[src/rtl/switch_event_arbiter.sv]
// Turns debounced switch levels into press / auto-repeat events. Each switch has one
// pending slot, and all pending slots share one valid/ready port through round-robin arbitration.
module switch_event_arbiter #(
    parameter int N_SW          = 4,
    parameter int CNT_W         = 24,
    parameter int REPEAT_DELAY  = 12_000_000,
    parameter int REPEAT_PERIOD = 3_000_000
) (
    input  logic                    sys_clock,
    input  logic                    sys_rst_n,
    input  logic [N_SW-1:0]         sw_level,
    input  logic [N_SW-1:0]         repeat_en,
    output logic                    evt_valid,
    input  logic                    evt_ready,
    output logic [$clog2(N_SW)-1:0] evt_id,
    output logic                    evt_repeat,
    output logic [N_SW-1:0]         pending,
    output logic [N_SW-1:0]         overrun,
    input  logic                    overrun_clr
);

    localparam int ID_W = $clog2(N_SW);

    localparam logic [0:0] ST_IDLE  = 1'b0;
    localparam logic [0:0] ST_OFFER = 1'b1;

    localparam logic [CNT_W-1:0] TICK_AT = CNT_W'(REPEAT_DELAY - 1);
    localparam logic [CNT_W-1:0] RELOAD  = CNT_W'(REPEAT_DELAY - REPEAT_PERIOD);

    logic [0:0]       state;
    logic [N_SW-1:0]  sw_prev;
    logic [N_SW-1:0]  press;
    logic [N_SW-1:0]  tick;
    logic [N_SW-1:0]  pend_type;
    logic [CNT_W-1:0] hold_cnt [N_SW];
    logic [ID_W-1:0]  last_grant;

    logic             handshake;
    logic [N_SW-1:0]  hs_sel;
    logic [N_SW-1:0]  pending_nxt;
    logic [N_SW-1:0]  type_nxt;
    logic [N_SW-1:0]  overrun_nxt;

    logic             grant_found;
    logic [ID_W-1:0]  grant_idx;
    logic [ID_W-1:0]  cand_idx;
    int               cand;

    assign handshake = evt_valid & evt_ready;

    always_comb begin
        for (int i = 0; i < N_SW; i++) begin
            press[i] = sw_level[i] & ~sw_prev[i];
            tick[i]  = sw_level[i] & repeat_en[i] & ~press[i] & (hold_cnt[i] == TICK_AT);
        end
    end

    always_ff @(posedge sys_clock or negedge sys_rst_n) begin
        if (!sys_rst_n) begin
            sw_prev <= '0;
            for (int i = 0; i < N_SW; i++) hold_cnt[i] <= '0;
        end else begin
            sw_prev <= sw_level;
            for (int i = 0; i < N_SW; i++) begin
                if (press[i] | ~sw_level[i] | ~repeat_en[i])
                    hold_cnt[i] <= '0;
                else if (hold_cnt[i] == TICK_AT)
                    hold_cnt[i] <= RELOAD;
                else
                    hold_cnt[i] <= hold_cnt[i] + CNT_W'(1);
            end
        end
    end

    // NOTE: every always_comb output gets a default first so no path can infer a latch.
    always_comb begin
        hs_sel = '0;
        if (handshake) hs_sel[evt_id] = 1'b1;

        pending_nxt = pending;
        type_nxt    = pend_type;
        overrun_nxt = overrun_clr ? '0 : overrun;
        for (int i = 0; i < N_SW; i++) begin
            if (hs_sel[i]) pending_nxt[i] = 1'b0;
            // An event landing on the slot being consumed this cycle refills it instead of overrunning.
            if (press[i] | tick[i]) begin
                if (!pending[i] || hs_sel[i]) begin
                    pending_nxt[i] = 1'b1;
                    type_nxt[i]    = ~press[i];
                end else begin
                    overrun_nxt[i] = 1'b1;
                end
            end
        end
    end

    always_comb begin
        grant_found = 1'b0;
        grant_idx   = last_grant;
        cand        = 0;
        cand_idx    = '0;
        for (int k = 1; k <= N_SW; k++) begin
            cand = int'(last_grant) + k;
            if (cand >= N_SW) cand = cand - N_SW;
            cand_idx = ID_W'(cand);
            if (!grant_found && pending[cand_idx]) begin
                grant_found = 1'b1;
                grant_idx   = cand_idx;
            end
        end
    end

    // NOTE: sequential state uses non-blocking assignments so every register samples pre-edge values.
    always_ff @(posedge sys_clock or negedge sys_rst_n) begin
        if (!sys_rst_n) begin
            pending   <= '0;
            pend_type <= '0;
            overrun   <= '0;
        end else begin
            pending   <= pending_nxt;
            pend_type <= type_nxt;
            overrun   <= overrun_nxt;
        end
    end

    always_ff @(posedge sys_clock or negedge sys_rst_n) begin
        if (!sys_rst_n) begin
            state      <= ST_IDLE;
            evt_valid  <= 1'b0;
            evt_id     <= '0;
            evt_repeat <= 1'b0;
            last_grant <= ID_W'(N_SW - 1);
        end else begin
            case (state)
                ST_IDLE: begin
                    if (grant_found) begin
                        evt_id     <= grant_idx;
                        evt_repeat <= pend_type[grant_idx];
                        evt_valid  <= 1'b1;
                        state      <= ST_OFFER;
                    end
                end
                ST_OFFER: begin
                    if (evt_ready) begin
                        last_grant <= evt_id;
                        evt_valid  <= 1'b0;
                        state      <= ST_IDLE;
                    end
                end
                default: state <= ST_IDLE;
            endcase
        end
    end

endmodule

[config.mk]
export PLATFORM = sky130hd
export DESIGN_NAME = switch_event_arbiter
export DESIGN_NICKNAME = d
export VERILOG_FILES = /design/src/rtl/switch_event_arbiter.sv
export SDC_FILE = /design/constraint.sdc
export NUM_CORES = 1
export LEC_CHECK = 0
export BUFFER_PORTS_ARGS = -buffer_cell sky130_fd_sc_hd__clkbuf_2
export CAP_MARGIN = 10
export CORE_ASPECT_RATIO = 2
export CORE_MARGIN = 8
export CORE_UTILIZATION = 56
export DETAILED_ROUTE_END_ITERATION = 16
export HOLD_SLACK_MARGIN = 0.1
export PLACE_DENSITY = 0.87
export SKIP_LAST_GASP = 1
export SLEW_MARGIN = 20
export SYNTH_ARGS = -nofsm -noshare
export SYNTH_HDL_FRONTEND = slang
export SYNTH_SLANG_ARGS = --single-unit
[constraint.sdc]
create_clock -name sys_clock -period 2.3 [get_ports sys_clock]
set_clock_uncertainty 0.15 [all_clocks]
set_input_delay 0 -clock sys_clock [delete_from_list [all_inputs] [get_ports sys_clock]]
set_output_delay 0 -clock sys_clock [all_outputs]
set_load 0.01 [all_outputs]
# ---- Yosys cells after proc, flatten, opt, wreduce, memory -nomap -nowiden
# Index checks and enable logic that the tools add are counted.
dict set report op_classes {
  n_addsub 12
  mul 0
  div 0
  magnitude_cmp 11
  n_eq_ne 6
  n_shift 0
  n_mux 60
  bitwise_logic 46
  n_reduce_logical 22
}
# operator count
set op_table {}
lappend op_table {{$mux 24} 8}
lappend op_table {{$add 24x1->24 const B} 4}
lappend op_table {{$eq 24x24->1 const B} 4}
lappend op_table {{$mux 1} 34}
lappend op_table {{$lt 2x3->1 const B} 6}
lappend op_table {{$and 1x1->1} 17}
lappend op_table {{$not 1->1} 17}
lappend op_table {{$mux 2} 8}
lappend op_table {{$reduce_and 2->1} 7}
lappend op_table {{$or 1x1->1} 12}
lappend op_table {{$bmux 1 s2} 5}
lappend op_table {{$ge 3x3->1 const B} 3}
lappend op_table {{$mux 4} 2}
lappend op_table {{$sub 2x1->2 const B} 4}
lappend op_table {{$logic_not 1->1} 7}
lappend op_table {{$add 2x2->3 const B} 2}
lappend op_table {{$add 2x3->4 const B} 1}
lappend op_table {{$ge 4x3->1 const B} 1}
lappend op_table {{$logic_and 1x1->1} 4}
lappend op_table {{$logic_or 1x1->1} 4}
lappend op_table {{$ne 2x2->1 const B} 2}
lappend op_table {{$pmux 1 s2} 2}
lappend op_table {{$add 2x1->3 const B} 1}
lappend op_table {{$demux 1 s2} 1}
lappend op_table {{$ge 2x1->1 const B} 1}
dict set report totals {
  regBits 119
  latch_bits 0
  mem_bits_rw 0
  rom_bits 0
  out_inout_bits 12
  wordCells 173
  memories 0
}

# ---- Longest topological paths before layout
# Gate-level depths: netlist of the first run.
dict set report logic_depth {
  word_depth 17
  mapped_depth 10
}

# ---- Least setup slack after synthesis of the first run
# Ideal clock, no wire load.
dict set report synth_path {
  path_type {register to register}
  from {reg hold_cnt[43] (netlist name)}
  to {reg hold_cnt[37] (netlist name)}
  setup_time_ns 0.119
  arrival_ns 2.086
  required_time_ns 2.031
  setup_slack_ns -0.055
  stages_incl_launch_ff 9
  path_cell_list {dfrtp_1 -> or4b_1 -> or4_4 -> or2_1 -> buf_6 -> nand2b_4 -> buf_6 -> buf_12 -> nor2_1}
}
dict set report synth_between {
  elab_chain_len 3
}
# item line
set synth_rtl {}
lappend synth_rtl {{from (decl)} 35} ;# logic [CNT_W-1:0] hold_cnt [N_SW];
lappend synth_rtl {{from (signal, indexed assignment)} 70} ;# hold_cnt[i] <= hold_cnt[i] + CNT_W'(1);
lappend synth_rtl {{$eq 24x24->1} 67} ;# else if (hold_cnt[i] == TICK_AT)
lappend synth_rtl {{$mux 24} 67}
lappend synth_rtl {{$mux 24} 65} ;# if (press[i] | ~sw_level[i] | ~repeat_en[i])
# No other way between the ends.
# A chain may end at the register's enable or synchronous reset.

# ---- Worst setup path after layout of the first run
dict set report layout_path {
  from {reg hold_cnt[37] (netlist name)}
  to {reg pend_type[2]}
}
dict set report layout_between {
  elab_chain_len 4
}
# item line
set layout_rtl {}
lappend layout_rtl {{$eq 24x24->1} 54} ;# tick[i] = sw_level[i] & repeat_en[i] & ~press[i] & (hold_cnt[i] == TICK_AT);
lappend layout_rtl {{$and 1x1->1} 54}
lappend layout_rtl {{$or 1x1->1} 86} ;# if (press[i] | tick[i]) begin
lappend layout_rtl {{$reduce_and 2->1 (no source line)} -}
lappend layout_rtl {{to (signal assigned)} 121} ;# pend_type <= type_nxt;
lappend layout_rtl {{to (decl)} 34} ;# logic [N_SW-1:0] pend_type;
# No other way between the ends.

==> impl_metrics.csv, run 1 <==
group,metric,value,unit
die,core_area,10100,um2
placement,place.gp.congestion,0.888,
flow_run,max-cap-violations,0,
power,vdd_ir_drop_max,0.711,mV
critical_path,required_worst_endpoint,2.50,ns
cells_and_area,relative_area_change_from_synthesis_to_final_layout,20.5,%
cts,ctsLongestPathBuffers,2,
synthesis,yosysWarningCount,0,
power,power-per-cell-area,786,nW/um2
cts,clock_insertion_delay_worst_skew,0.42,ns
placement,cell_area_after_placement,6210,um2
critical_path,start_kind,"flip-flop",
min_path,hold_path_class,"in2reg",
sta,timing_worst_slew_pin_value,0.704,ns
grt,number_of_antenna_violations_at_the_first_check_in_global_routing,0,
drt,remaining_number_of_nets_flagged_by_the_antenna_check_after_routing,0,
synthesis,synth_largest_type_area_fraction,50.4,%
drt,drc,0,
critical_path,cp_cell_sequence,"or4_1, or4_4, or2_4, nor3_2, o32a_2",
die,row_count,52,
cts,clock_tree.htree_level_count,4,
critical_path,critPathMaxFanout,6,
sta,period_minus_slack,2.24,ns
critical_path,cp_class,"reg2reg",
drt,detail_route.wl_per_cell,16.6,um
drt,postRouteWirelength,13400,um
sta,layout_setup_ws,0.0595,ns
placement,preCtsSetupSlack,0.00659,ns
critical_path,endpoint_kind,"flip-flop",
synthesis,synth_ff_type,"sky130_fd_sc_hd__dfrtp_1",
synthesis,syn-num-nets,611,
critical_path,worst_path_dominant_cell_family,"simple AND/OR/NAND/NOR gates",
synthesis,synth_top_cells_by_count,"sky130_fd_sc_hd__dfrtp_1 (117), sky130_fd_sc_hd__nor2_1 (100), sky130_fd_sc_hd__xnor2_1 (42)",
grt,track_usage,20.6,%
placement,dpl.cell_count,762,
drt,via_count,4717,
outcome,status,"completed",
sta,headroom_to_the_max_slew_limit,52.6,%
cells_and_area,filler_cell_count,694,
cells_and_area,design.final.nets,676,
critical_path,r2r_setup_slk,0.06,ns
synthesis,synth.area.top_cells,"sky130_fd_sc_hd__dfrtp_1 (50%), sky130_fd_sc_hd__nor2_1 (6.5%), sky130_fd_sc_hd__xnor2_1 (6.3%), sky130_fd_sc_hd__xor2_1 (6.0%), sky130_fd_sc_hd__nand3_1 (3.3%)",
critical_path,cp_data_arrival_time,2.44,ns
synthesis,yosys.cell_count.top_type,"sky130_fd_sc_hd__dfrtp_1",
drt,vias_per_cell,5.85,
sta,slew_viol_final,0,
sta,rsz0062_at_grt,"true",
cells_and_area,finish.cell_count_without_fillers,806,
min_path,min-delay-start,"sw_level[0]",
grt,grt_start_max_net_pins,61,
sta,finalSetupViolations,0,
cells_and_area,final_cell_area,7000,um2
synthesis,synth_cell_types,58,
cts,path_clk_slew,0.05,ns
drt,first_pass_iters,5,
min_path,hold_end,"sw_prev[0]$_DFF_PN0_",
sta,max_freq,446,MHz
critical_path,critPathSlowestCell,"sky130_fd_sc_hd__or4_4",
grt,grt_pass1_wl,23000,um
critical_path,cp_slowest_stage_delay,0.53,ns
die,design.die.area,14100,um2
grt,grt-ovfl-total,0,
cells_and_area,post_route_cells_drive_above_1_share,14.2,%
sta,final.hold.worst_slack,0.141,ns
cts,cts-root-buf,"sky130_fd_sc_hd__clkbuf_16",
drt,drt_iter0_drc,297,
power,static-leakage-power,2.88,nW
sta,final_hold_vio_count,0,
min_path,whs_path_depth,2,
critical_path,critical_path.reg2reg.startpoint,"hold_cnt[37]$_DFF_PN0_",
die,die_x,88.0,um
cells_and_area,final_core_utilization,69.4,%
cts,tritoncts.num_buffers,17,
synthesis,synth_edf_count,0,
critical_path,crit-reg2reg-capture,"pend_type[2]$_DFFE_PN0P_",
critical_path,reg2regPathDepth,5,
die,top_level_ports,24,
synthesis,syn-mean-instance-area,9.77,um2
placement,numPortBuffers,23,
synthesis,synth.cell_area,5810,um2
placement,detailedPlacementHpwl,8950,um
sta,final_min_period_over_clock_period,97.4,%
synthesis,async_flop_share,100,%
die,dieHeight,160,um
die,start_util,57.6,%
cells_and_area,insertedDiodeCount,0,
cts,numClockSinks,119,
synthesis,yosysSeqAreaShare,51.3,%
synthesis,synth.ff_latch_count,119,
grt,vias_in_the_first_global_route,4968,
synthesis,syn-instance-count,595,
critical_path,critical_path_buf_inv_count,0,
synthesis,synth.largest_area_cell,"sky130_fd_sc_hd__dfrtp_1",
cts,cts_tree,"built",
what timing repair did:
action	CTS	global route
gates resized for setup	2	5
pin swaps	0	2
hold endpoints to repair	166	0
hold buffers	13	0
buffers inserted	0	1
setup endpoints to repair	2	28
state kept, by name, summed over array words and instances, names as in the netlist:
name,flops
evt_id,2
evt_repeat,1
evt_valid,1
hold_cnt,96
last_grant,2
overrun,4
pend_type,4
pending,4
state,1
sw_prev,4
layout by cell type (no fill, tap or decap), drive strengths merged, types with 8 or more instances in the layout:
| master | synthesis | final |
|---|---|---|
| nand2 | 41 | 41 |
| and4 | 8 | 8 |
| and3 | 12 | 12 |
| xor2 | 40 | 40 |
| nor3 | 18 | 18 |
| o21ai | 9 | 9 |
| buf | 9 | 26 |
| nand4 | 29 | 29 |
| nor4 | 14 | 14 |
| a21oi | 23 | 23 |
| dfrtp | 117 | 117 |
| dlygate4sd3 | 0 | 12 |
| nand3 | 38 | 38 |
| clkbuf | 4 | 42 |
| xnor2 | 42 | 42 |
| inv | 23 | 23 |
| nor2 | 100 | 100 |
where the power goes:
group          switching, mW  internal [mW]
logic                  0.258          0.184
registers              0.134           2.19
clock network          0.892           1.84
total                   1.28           4.22
cell families (layout without fill, tap and decap cells):
| group | Yosys count | count (layout) | share of synthesized area [%] |
|---|---|---|---|
| compound gates | 57 | 57 | 6.35 |
| xor+xnor | 82 | 82 | 12.4 |
| fa+ha+maj | 4 | 4 | 0.861 |
| buf+inv | 37 | 113 | 3.14 |
| flops | 119 | 119 | 51.3 |
| mux | 5 | 5 | 0.904 |
| simple gates | 291 | 291 | 25.1 |
how the worst max path moves through the flow:
stage | cells past startpoint | startpoint | to
2_1_floorplan | 8 | hold_cnt[37]$_DFF_PN0_ | hold_cnt[37]$_DFF_PN0_
3_5_place_dp | 5 | hold_cnt[37]$_DFF_PN0_ | pend_type[2]$_DFFE_PN0P_
5_1_grt | 6 | hold_cnt[62]$_DFF_PN0_ | pend_type[1]$_DFFE_PN0P_
4_1_cts | 6 | hold_cnt[62]$_DFF_PN0_ | pend_type[1]$_DFFE_PN0P_
3_3_place_gp | 5 | hold_cnt[37]$_DFF_PN0_ | pend_type[2]$_DFFE_PN0P_
6_report | 5 | hold_cnt[37]$_DFF_PN0_ | pend_type[2]$_DFFE_PN0P_
per-layer routing:
metal	global-route usage (%)	part of all wire, %	vias up
met5	0	0	-
met4	12.1	4.2	0
met3	4.73	3.9	43
met2	35.8	54	132
met1	21.7	38	2339
li1	-	-	2203
metrics by stage:
stage                     TNS [ns]  power (mW)
after floorplan             -0.305        2.56
after global placement           0        2.76
after detailed placement         0        2.78
after CTS                        0        5.53
after global routing       -0.0430        5.68
final                            0        5.50
cell type report:
cell class	instances	area, um2	share of cell area [%]
flip-flops and latches	119	2980	42.6
multi-input cells	439	2680	38.3
repair buffers	60	475	6.79
clock buffers	20	457	6.52
well taps	135	169	2.41
clock inverters	10	153	2.18
inverters	23	86.3	1.23
(Power assumes the default switching activity.)
==> run 2, diff against run 1 <==
- CORE_UTILIZATION: 56 -> 50
- PLACE_DENSITY: 0.87 -> 0.8
==> impl_metrics.csv, run 2 (synthesis gave the netlist of run 1 again) <==
group,metric,value,unit
sta,max_freq,439,MHz
cells_and_area,register_area,2980,um2
placement,detailedPlacementHpwl,9300,um
min_path,hold_end,"sw_prev[1]$_DFF_PN0_",
min_path,min-delay-start,"sw_level[1]",
placement,place.gp.congestion,0.912,
drt,drt_iter0_drc,293,
cells_and_area,largest_reg_flops,96,
power,power.total,5.28,mW
power,static-leakage-power,2.88,nW
grt,track_usage,18.8,%
drt,vias_per_cell,5.77,
critical_path,critical_path.reg2reg.startpoint,"hold_cnt[37]$_DFF_PN0_",
sta,rsz0062_at_grt,"true",
cells_and_area,final_cell_area,7010,um2
flow_run,max-cap-violations,0,
critical_path,endpoint_kind,"flip-flop",
cells_and_area,mostFrequentLayoutCell,"sky130_fd_sc_hd__dfrtp_1",
sta,timing_worst_slew_pin_value,0.694,ns
critical_path,r2r_setup_slk,0.02,ns
grt,vias_in_the_first_global_route,5062,
die,row_count,55,
critical_path,cp_data_arrival_time,2.47,ns
cells_and_area,filler_cell_count,904,
cts,path_clk_slew,0.05,ns
die,dieHeight,168,um
cells_and_area,mostFrequentLayoutCells,"sky130_fd_sc_hd__dfrtp_1 (117), sky130_fd_sc_hd__nor2_1 (100), sky130_fd_sc_hd__xnor2_1 (42)",
drt,first_pass_iters,4,
placement,dpl.cell_count,772,
drt,drc,0,
cells_and_area,insertedDiodeCount,0,
cells_and_area,max_flop_register,"hold_cnt",
drt,postRouteWirelength,13700,um
min_path,whs_path_depth,2,
power,vdd_ir_drop_max,0.557,mV
grt,grt_start_max_net_pins,59,
cts,tritoncts.num_buffers,17,
cells_and_area,relative_area_change_from_synthesis_to_final_layout,20.5,%
die,design.die.area,15500,um2
cells_and_area,design.final.nets,681,
die,start_util,51.2,%
drt,remaining_number_of_nets_flagged_by_the_antenna_check_after_routing,0,
cells_and_area,post_route_cells_drive_above_1_share,14.5,%
power,power-per-cell-area,754,nW/um2
sta,final_hold_vio_count,0,
cts,clock_tree.htree_level_count,4,
critical_path,crit-reg2reg-capture,"pend_type[2]$_DFFE_PN0P_",
critical_path,start_kind,"flip-flop",
sta,slew_viol_final,0,
cells_and_area,finish.cell_count_without_fillers,819,
grt,grt_pass1_wl,23600,um
cts,clock_insertion_delay_worst_skew,0.41,ns
cts,numClockSinks,119,
critical_path,cp_class,"reg2reg",
drt,via_count,4729,
die,die_x,92.2,um
grt,grt-ovfl-total,0,
sta,period_minus_slack,2.28,ns
cells_and_area,multiInputGateArea,2680,um2
cts,ctsLongestPathBuffers,2,
critical_path,reg2regPathDepth,5,
sta,layout_setup_ws,0.0239,ns
cts,cts-root-buf,"sky130_fd_sc_hd__clkbuf_16",
placement,cell_area_after_placement,6260,um2
sta,headroom_to_the_max_slew_limit,53.3,%
drt,detail_route.wl_per_cell,16.7,um
sta,final_min_period_over_clock_period,99.0,%
grt,number_of_antenna_violations_at_the_first_check_in_global_routing,0,
die,core_area,11400,um2
sta,finalSetupViolations,0,
die,top_level_ports,24,
placement,numPortBuffers,23,
critical_path,required_worst_endpoint,2.50,ns
cts,cts_tree,"built",
min_path,hold_path_class,"in2reg",
cells_and_area,final_core_utilization,61.7,%
placement,preCtsSetupSlack,-0.0200,ns
critical_path,critPathMaxFanout,5,
outcome,status,"completed",
-- run 2: cell count changes in the layout (fill, tap and decap cells not counted), moves of 2 or more --
cell                         previous run  this run
sky130_fd_sc_hd__clkinvlp_4             1         3
sky130_fd_sc_hd__buf_4                 22        26
sky130_fd_sc_hd__bufinv_16              4         2
sky130_fd_sc_hd__clkbuf_1               1         4
-- run 2: how the worst max path moves through the flow --
stage,startpoint,to,slack [ns],cells past startpoint
global placement,hold_cnt[37]$_DFF_PN0_,pend_type[2]$_DFFE_PN0P_,0.04,5
floorplan,hold_cnt[37]$_DFF_PN0_,hold_cnt[37]$_DFF_PN0_,-0.03,8
finish,hold_cnt[37]$_DFF_PN0_,pend_type[2]$_DFFE_PN0P_,0.02,5
detailed placement,hold_cnt[37]$_DFF_PN0_,pend_type[2]$_DFFE_PN0P_,-0.02,5
global route,hold_cnt[34]$_DFF_PN0_,pend_type[2]$_DFFE_PN0P_,-0.03,5
CTS,hold_cnt[37]$_DFF_PN0_,pend_type[2]$_DFFE_PN0P_,0.02,5
-- run 2: per-layer routing --
layer	up-vias	GRT usage (%)	wire (um)
li1	2212	-	-
met1	2321	19.6	5270
met2	148	32.3	7250
met3	48	5.10	564
met4	0	11.9	579
met5	-	0	0
-- run 2: cell type report --
type                            count  area share, %
Multi-Input combinational cell    439           38.2
Inverter                           23           1.23
Timing Repair Buffer               65           7.50
Tap cell                          142           2.54
Clock buffer                       22           6.48
Sequential cell                   119           42.5
Clock inverter                      9           1.46
-- run 2: what timing repair did --
item / in CTS / in global routing
endpoints found under the setup margin: 2 / 49
gates cloned: 0 / 0
hold endpoints to repair: 168 / 0
hold buffers: 13 / 0
pin swaps: 1 / 2
buffers inserted: 1 / 2
resized for setup: 1 / 6
-- run 2: worst max-delay path, stage by stage (launching register included) --
cell and delay (ns):
sky130_fd_sc_hd__dfrtp_1 0.37, sky130_fd_sc_hd__or4_1 0.51, sky130_fd_sc_hd__or4_4 0.54, sky130_fd_sc_hd__or2_4 0.28, sky130_fd_sc_hd__nor3_1 0.19, sky130_fd_sc_hd__o32a_2 0.17
-- run 2: power breakdown --
part,internal [mW],switching [mW]
Clock,1.61,0.912
Combinational,0.186,0.258
Sequential,2.19,0.127
-- run 2: stage by stage --
stage          setup TNS [ns]  hold WS [ns]
3_5_place_dp          -0.0200        -0.147
4_1_cts                     0         0.148
5_1_grt               -0.0617         0.182
3_3_place_gp                0        -0.155
6_report                    0         0.166
2_1_floorplan          -0.305        -0.446
==> run 3, diff against run 2 <==
- MAX_ROUTING_LAYER: unset -> met4
==> impl_metrics.csv, run 3 (synthesis gave the netlist of run 1 again) <==
group,metric,value,unit
power,power_frac_comb,8.4,%
power,total_switching_power,1.29,mW
drt,via_count,4726,
sta,rsz0062_at_grt,"true",
sta,headroom_to_the_max_slew_limit,53.2,%
sta,max_freq,439,MHz
drt,detail_route.wl_per_cell,16.7,um
critical_path,r2r_setup_slk,0.02,ns
die,row_count,55,
critical_path,cp_class,"reg2reg",
grt,track_usage,19.3,%
critical_path,critPathMaxFanout,5,
power,vdd_ir_drop_max,0.559,mV
critical_path,critPathSlowestCell,"sky130_fd_sc_hd__or4_4",
critical_path,critical_path.reg2reg.startpoint,"hold_cnt[37]$_DFF_PN0_",
cells_and_area,largest_reg_flops,96,
cts,cts_tree,"built",
critical_path,cp_cell_sequence,"or4_1, or4_4, or2_4, nor3_1, o32a_2",
die,dieHeight,168,um
power,seq_power_share,44.0,%
placement,place.gp.congestion,0.928,
cells_and_area,max_flop_register,"hold_cnt",
critical_path,reg2regPathDepth,5,
outcome,status,"completed",
critical_path,crit-reg2reg-capture,"pend_type[2]$_DFFE_PN0P_",
critical_path,endpoint_kind,"flip-flop",
grt,vias_in_the_first_global_route,5066,
power,pwr-share-clk,47.6,%
cells_and_area,finish.cell_count_without_fillers,819,
cells_and_area,design.final.nets,681,
critical_path,required_worst_endpoint,2.50,ns
cells_and_area,mostFrequentLayoutCell,"sky130_fd_sc_hd__dfrtp_1",
critical_path,capture_point_of_the_worst_path,"pend_type[2]$_DFFE_PN0P_",
drt,remaining_number_of_nets_flagged_by_the_antenna_check_after_routing,0,
placement,dpl.cell_count,772,
cts,path_clk_slew,0.05,ns
flow_run,max-cap-violations,0,
sta,period_minus_slack,2.28,ns
min_path,hold_path_class,"in2reg",
grt,grt_start_max_net_pins,59,
critical_path,cp_data_arrival_time,2.48,ns
cts,cts-root-buf,"sky130_fd_sc_hd__clkbuf_16",
power,static-leakage-power,2.88,nW
cells_and_area,insertedDiodeCount,0,
critical_path,cp_slowest_stage_delay,0.54,ns
sta,final_hold_vio_count,0,
sta,timing_worst_slew_pin_value,0.696,ns
placement,detailedPlacementHpwl,9300,um
sta,slew_viol_final,0,
sta,finalSetupViolations,0,
sta,setup-tns-final,0,ns
cells_and_area,post_route_cells_drive_above_1_share,14.5,%
sta,final_min_period_over_clock_period,99.0,%
cts,ctsLongestPathBuffers,2,
min_path,min-delay-start,"sw_level[1]",
drt,drc,0,
placement,numPortBuffers,23,
die,design.die.area,15500,um2
power,power_switching_share,24.5,%
drt,first_pass_iters,5,
drt,drt_iter0_drc,282,
grt,number_of_antenna_violations_at_the_first_check_in_global_routing,0,
grt,grt_pass1_wl,23600,um
cts,numClockSinks,119,
cells_and_area,mostFrequentLayoutCells,"sky130_fd_sc_hd__dfrtp_1 (117), sky130_fd_sc_hd__nor2_1 (100), sky130_fd_sc_hd__xnor2_1 (42)",
drt,postRouteWirelength,13700,um
power,power-per-cell-area,753,nW/um2
cts,clock_insertion_delay_worst_skew,0.42,ns
die,die_x,92.2,um
critical_path,crit_path_start,"hold_cnt[37]$_DFF_PN0_",
critical_path,start_kind,"flip-flop",
cts,clock_tree.htree_level_count,4,
cells_and_area,relative_area_change_from_synthesis_to_final_layout,20.5,%
power,cell_internal_pwr,3.98,mW
cts,tritoncts.num_buffers,17,
grt,grt-ovfl-total,0,
die,core_area,11400,um2
die,start_util,51.2,%
drt,vias_per_cell,5.77,
die,top_level_ports,24,
## run 3: cell counts in the layout (fill, tap and decap cells not counted)
No cell type changed its count.
## run 3: stage by stage
| stage | worst slack, ns | instance area (um2) | power (mW) | hold slack (ns) | util, % |
|---|---|---|---|---|---|
| after floorplan | -0.0310 | 5810 | 2.56 | -0.446 | - |
| after global placement | 0.0364 | 6260 | 2.75 | -0.155 | 55.1 |
| after detailed placement | -0.0200 | 6260 | 2.78 | -0.147 | 55.1 |
| after CTS | 0.0192 | 6960 | 5.31 | 0.148 | 61.3 |
| after global routing | -0.0329 | 7010 | 5.46 | 0.184 | 61.7 |
| final | 0.0239 | 7010 | 5.27 | 0.165 | 61.7 |
## run 3: worst min-delay path by stage
stage                                   endpoint  slack [ns]  cells past startpoint
after detailed placement  hold_cnt[63]$_DFF_PN0_       -0.15                      1
final                       sw_prev[1]$_DFF_PN0_        0.17                      2
after global routing        sw_prev[3]$_DFF_PN0_        0.18                      2
after global placement    hold_cnt[82]$_DFF_PN0_       -0.15                      1
after CTS                   sw_prev[2]$_DFF_PN0_        0.15                      2
after floorplan            evt_id[0]$_DFFE_PN0P_       -0.45                      0
## run 3: cell type report
cell class                 count  area [um2]
timing repair buffer          65         526
multi-input combinational    439        2680
fill                         904        4350
sequential                   119        2980
tap                          142         178
clock buffer                  22         454
clock inverter                 9         103
inverter                      23        86.3
## run 3: metal layers
metal	share of wire [%]	global-route usage [%]	up-vias
met1	39	19.7	2308
met5	0	-	-
met4	4.7	12.7	0
met2	53	32.3	149
met3	4.0	4.52	61
li1	-	-	2208
## run 3: timing repair
| action | 4_1_cts | 5_1_grt |
|---|---|---|
| setup buffers | 1 | 2 |
| setup endpoints to repair | 2 | 50 |
| pin swaps | 1 | 2 |
| hold buffers | 13 | 0 |
| endpoints found under the hold margin | 168 | 0 |
| gates resized for setup | 1 | 6 |
## run 3: worst max-delay path, delay by kind of cell, from the launching register on
| kind | cells | cell delay (ns) |
|---|---|---|
| flops | 1 | 0.37 |
| simple gates | 4 | 1.52 |
| compound gates | 1 | 0.17 |
## run 3: power by group through the flow
stage | clock [mW] | sequential [mW] | combinational (mW)
6_report | 2.51 | 2.32 | 0.443
4_1_cts | 2.54 | 2.32 | 0.449
3_3_place_gp | 0 | 2.35 | 0.405
2_1_floorplan | 0 | 2.33 | 0.234
3_5_place_dp | 0 | 2.35 | 0.423
5_1_grt | 2.64 | 2.33 | 0.492
